$ cat src/rtl/lfsr_1.sv
`default_nettype none
// ============================================================================
//  Module   : lfsr_1
//  Brief    : Free-running Fibonacci LFSR with seed load, serial bit output,
//             step counter and period-wrap pulse.
//  Revision : 1.0  initial release
// ============================================================================
module lfsr_1 #(
    parameter int               WIDTH = 16,
    parameter logic [WIDTH-1:0] TAPS  = 16'hB400,
    parameter int               CNT_W = 16
) (
    input  logic             clk,
    input  logic             resetn,
    input  logic [WIDTH-1:0] seed,
    output logic [WIDTH-1:0] lfsr_out,
    output logic             lfsr_bit,
    output logic [CNT_W-1:0] step_cnt,
    output logic             wrap
);

    localparam logic [WIDTH-1:0] c_one      = {{(WIDTH-1){1'b0}}, 1'b1};
    localparam logic [CNT_W-1:0] c_cnt_zero = '0;
    localparam logic [CNT_W-1:0] c_cnt_one  = {{(CNT_W-1){1'b0}}, 1'b1};

    logic [WIDTH-1:0] r_state;
    logic [WIDTH-1:0] r_seed_q;
    logic [CNT_W-1:0] r_step_cnt;
    logic             r_wrap;

    logic             w_fb;
    logic [WIDTH-1:0] w_next;
    logic [WIDTH-1:0] w_load;
    logic             w_wrap;

    assign w_fb   = ^(r_state & TAPS);
    assign w_next = {r_state[WIDTH-2:0], w_fb};
    // An all-zero seed would lock the register up, so it is replaced by 1.
    assign w_load = (seed == '0) ? c_one : seed;
    assign w_wrap = (w_next == r_seed_q);

    always_ff @(posedge clk) begin
        if (resetn) begin
            r_state    <= w_load;
            r_seed_q   <= w_load;
            r_step_cnt <= c_cnt_zero;
            r_wrap     <= 1'b0;
        end else begin
            r_state    <= w_next;
            r_wrap     <= w_wrap;
            r_step_cnt <= w_wrap ? c_cnt_zero : (r_step_cnt + c_cnt_one);
        end
    end

    assign lfsr_out = r_state;
    assign lfsr_bit = r_state[WIDTH-1];
    assign step_cnt = r_step_cnt;
    assign wrap     = r_wrap;

endmodule
`default_nettype wire

$ cat config.mk
export PLATFORM = sky130hd
export DESIGN_NAME = lfsr_1
export DESIGN_NICKNAME = d
export VERILOG_FILES = /design/src/rtl/lfsr_1.sv
export SDC_FILE = /design/constraint.sdc
export NUM_CORES = 1
export LEC_CHECK = 0
export ABC_AREA = 1
export BUFFER_PORTS_ARGS = -buffer_cell sky130_fd_sc_hd__buf_2
export CORE_MARGIN = 3
export CORE_UTILIZATION = 46
export CTS_CLUSTER_SIZE = 8
export DETAILED_ROUTE_END_ITERATION = 8
export PLACE_DENSITY = 0.69
export SYNTH_ARGS = -nofsm -noshare
export SYNTH_HDL_FRONTEND = slang
export SYNTH_SLANG_ARGS = --single-unit
$ cat constraint.sdc
create_clock -name clk -period 2.32 [get_ports clk]
set_input_delay 0.116 -clock clk [delete_from_list [all_inputs] [get_ports clk]]
set_output_delay 0.116 -clock clk [all_outputs]
set_load 0.05 [all_outputs]
Word level (Yosys, flattened, before mapping)
Index checks and enable logic that the tools add are counted.
{"block": "op_classes", "n_bitwise": 0, "n_mul": 0, "shifts": 0, "addsub": 1, "n_lt_le_gt_ge": 0, "div_mod_pow": 0, "reduce_logical": 3, "n_eq_ne": 1, "n_mux": 2}
{"op": "$mux W16", "n": 2}
{"op": "$add A16 B1 Y16 const B", "n": 1}
{"op": "$eq A16 B16 Y1", "n": 1}
{"op": "$logic_not A16 Y1", "n": 1}
{"op": "$reduce_xor A16 Y1", "n": 1}
{"op": "$reduce_or A2 Y1", "n": 1}
{"block": "word_totals", "latch_bits": 0, "memories": 0, "ram_bits": 0, "input_bits": 18, "word_cells": 11, "mem_bits_ro": 0, "output_inout_bits": 34, "regBits": 49}

Longest topological paths before layout
{"block": "depth", "ltp_word": 3, "ltp_mapped": 11, "ltp_nobuf": 10}

Least setup slack after synthesis
OpenSTA, ideal clock, no wires.
{"block": "synth_timing", "path_type": "register -> register", "start": "register r_step_cnt[0], in the netlist step_cnt[0]", "end": "register r_step_cnt[14], in the netlist step_cnt[14]", "period_less_slack_ns": 1.783, "path_buffers": 0, "setup_time_ns": 0.117, "t_required_ns": 2.203, "slack_ns": 0.537, "path_stages_with_launch": 8, "arrival_time_ns": 1.666, "path_cell_list": "dfxtp_1 -> ha_1 -> nand3_2 -> nor2_2 -> nand2_1 -> nor3_1 -> xnor2_1 -> nor2_2"}
{"block": "synth_via", "elab_chain_cells": 1}
{"element": "from (decl)", "line": "28", "text": "logic [CNT_W-1:0] r_step_cnt;"}
{"element": "from (signal assigned)", "line": "46", "text": "r_step_cnt <= c_cnt_zero;"}
{"element": "from (signal assigned)", "line": "51", "text": "r_step_cnt <= w_wrap ? c_cnt_zero : (r_step_cnt + c_cnt_one);"}
{"element": "$add A16 B1 Y16", "line": "51"}
Every way passes these cells.
A chain may end at the register's enable or synchronous reset.

Worst setup path in the final report
Same ends and word-level chain as after synthesis.

==> implementation parameters <==
Parameter                              Value

Yosys
  Sequential cell area fraction in the yosys report    0.508
  Ys Warns    0
  Net count of the mapped netlist    298
  Share of synthesized flip-flops with an asynchronous set or reset    0
  Area share of the largest cell type after synthesis    0.294
  Number of distinct library cells after synthesis    25
  Post-synthesis sequential element count    49
  Number of enable-type register cells in the synthesized netlist    16
  Netlist area before placement    about 0.0022 mm2
  Mean Syn Cell Area    8.06 um2
  Cell types with the highest counts after synthesis    70 x nand2_1, 42 x inv_1, 33 x dfxtp_1
  Top cells by area in the synthesized netlist    dfxtp_1 29%, edfxtp_1 21%, nand2_1 12%
  Largest area contributor in the netlist    dfxtp_1
  Most frequent cell after synthesis    nand2_1
  Syn Inst Count    279
  Main flop type after synthesis    dfxtp_1

Place
  Placer's final routability congestion estimate    0.782
  Count of buffers inserted at the top-level ports    51
  Cell count after placement    376
  Hpwl dp    3270 um

Timing
  Total count of hold-check failures in the final report    0
  Setup violation total in the final timing report    0
  Max Freq    slightly below 700 MHz
  Post-layout minimum cycle time    1.45 ns
  Worst hold slack across all endpoints    approximately 0.02 ns
  Period Utilization, post-route    0.625
  Sum of negative setup slack    0 ns
  Unrepaired setup endpoints after global routing    false
  Worst Max-Slew Pin Slew    0.448 ns
  Max_slew headroom    0.699
  Count of final max-slew check failures    0
  Worst setup skew after layout    0.00536 ns

Route
  Starting DRT DRC Count    72
  Final routed wire length divided by cell count    11.1 um
  Post-DR vias/cell    about 4.5
  Number of remaining DRC errors    0
  Pre-Repair DR Iteration Count    4
  Sum of routed wire length over all layers    ~4300 um
  DRT antenna net count    0
  Vias after detailed routing    1,730

Final layout
  Count of filler cells inserted in the layout    452
  Multi-input gate area in the final layout    850 um2
  Share of cells above drive strength 1    0.233
  Final core area utilization    0.581
  Area grow syn2layout    17.1%
  Count of antenna diodes in the layout    0
  Non-filler instance count after layout    387
  Layout net count    340
  Sequential cell area    0.00114 mm2

Clock network
  Number of buffers added by the clock tree synthesis step    5
  CTS max path bufs    2
  Clk_lat worst skew    0.29 ns
  Buffer type at the clock tree root    clkbuf_8
  Number of sinks handled by clock tree synthesis    49
  Number of buffers added for setup after CTS    0
  H-tree depth reported by CTS    2
  Post-CTS sizing    0
  CTS tree    done
  CTS clock-pin slew for the worst setup and hold paths    0.08 ns

Critical path
  Delay contributed by the slowest stage of the critical path    roughly 0.38 ns
  Startpoint of the most critical register-to-register path    step_cnt[0]$_SDFF_PP0_
  Crit-path cells    ha_1 -> nand3_2 -> nor2_2 -> nand2_1 -> nor3_1 -> xnor2_1 -> nor2_2
  Number of cells traversed by the worst register-to-register path    7
  Origin of the worst setup path    step_cnt[0]$_SDFF_PP0_
  Critical Path End    step_cnt[14]$_SDFF_PP0_
  Startpoint types    flip-flop
  Worst EP arrival    1.64 ns
  Endpoint of the most critical register-to-register path    step_cnt[14]$_SDFF_PP0_
  Slowest cell on the critical path    dfxtp_1
  Critical Path RT    2.51 ns
  Critical path endpoint category    flip-flop
  Type of the worst setup path    flip-flop to flip-flop
  Maximum fanout encountered on the critical timing path    4
  Slack of the worst reg-to-reg path    0.87 ns
  Crit-path most repeated cell    nor2_2

Global routing
  Maximum number of pins on one net before global-route repair    43
  Via count of the first global-routing pass    1,689
  Wire length of the first global-routing pass    7530 um
  Global-route usage over all layers    0.159
  Total global routing overflow    0
  Initial antenna violation count    0

Floorplan
  Overall die height    between 70 and 80 um
  Core area    0.00453 mm2
  Std-Cell Rows    24
  Top-level port count    52
  Width of the die    75.9 um
  Starting Density    0.496
  Die area    roughly 0.0058 mm2

Power and ir drop
  Post-layout total power    0.00188 W
  Leakage dissipation    1.22 nW
  Power Dens Cells    713 mW/mm2
  VDD IR max    0.449 mV

Flow run
  Max-capacitance violation count    0

Outcome
  Status    finished, final reports clean

Worst hold path
  Worst hold-check path type    input pin to flip-flop
  Number of cells traversed by the worst hold path    1
==> power breakdown <==
part,switching (W),leakage (nW),internal (W)
Clock,0.000260,0.0528,0.000318
Combinational,0.000227,0.740,0.0000894
Sequential,0.0000406,0.429,0.000942
==> cells in the final DEF, fill, tap and decap left out, drive strengths merged <==
master,Yosys,layout
bufinv,0,1
dfxtp,33,33
buf,3,52
nand2,71,71
nor4,3,3
xor2,9,9
ha,1,1
dlygate4sd3,0,3
nand3,14,14
clkinv,0,1
clkbuf,17,6
nor2,38,38
a31o,1,1
inv,43,43
nor3,3,3
nand4,2,2
xnor2,10,10
o21ai,14,14
a31oi,1,1
edfxtp,16,16
==> routing by layer <==
layer	track usage	up-vias	routed length (um)
met5	0	-	0
met2	0.238	47	1810
met4	0.0652	0	33
met3	0.0427	2	245
li1	-	928	-
met1	0.218	753	2210
==> sequential cells by signal, indices dropped and copies added (netlist names) <==
signal,count
lfsr_out,16
r_seed_q,16
step_cnt,16
wrap,1
==> worst max-delay path, delay by kind of cell (launching register included) <==
family | cells | cell delay (ns)
fa+ha+maj | 1 | 0.21
simple gates | 5 | 0.61
flops | 1 | 0.38
xor+xnor | 1 | 0.16
==> kinds of logic after synthesis <==
group,share of synthesized area
compound gates,0.0378
flops,0.508
simple gates,0.260
buf+inv,0.115
xor+xnor,0.0740
fa+ha+maj,0.00556
==> through the flow <==
step | cell area, um2 | setup slack [ns]
floorplan | 2250 | 0.537
global placement | 2500 | 0.922
detailed placement | 2500 | 0.864
CTS | 2630 | 0.848
global route | 2630 | 0.707
finish | 2630 | 0.870
==> timing repair <==
action                                 in CTS  in global routing
hold buffers                                3                  0
setup endpoints to repair                   0                  0
endpoints found under the hold margin       3                  0
==> how the worst min path moves through the flow <==
stage	to	from	slack [ns]
2_1_floorplan	lfsr_out[7]$_DFF_P_	seed[7]	0.22
3_3_place_gp	r_seed_q[3]$_DFFE_PP_	seed[3]	0.31
3_5_place_dp	r_seed_q[5]$_DFFE_PP_	seed[5]	0.31
4_1_cts	r_seed_q[14]$_DFFE_PP_	seed[14]	0.000002
5_1_grt	r_seed_q[14]$_DFFE_PP_	seed[14]	0.001
6_report	r_seed_q[14]$_DFFE_PP_	seed[14]	0.02
==> cell type report <==
class                      instances  share of cell area
clock inverter                     2              0.0128
multi-input combinational        167               0.323
inverter                          43              0.0613
tap                               65              0.0309
timing repair buffer              55               0.111
sequential                        49               0.433
clock buffer                       6              0.0276
Note: power is estimated with default switching activity, not from simulation.
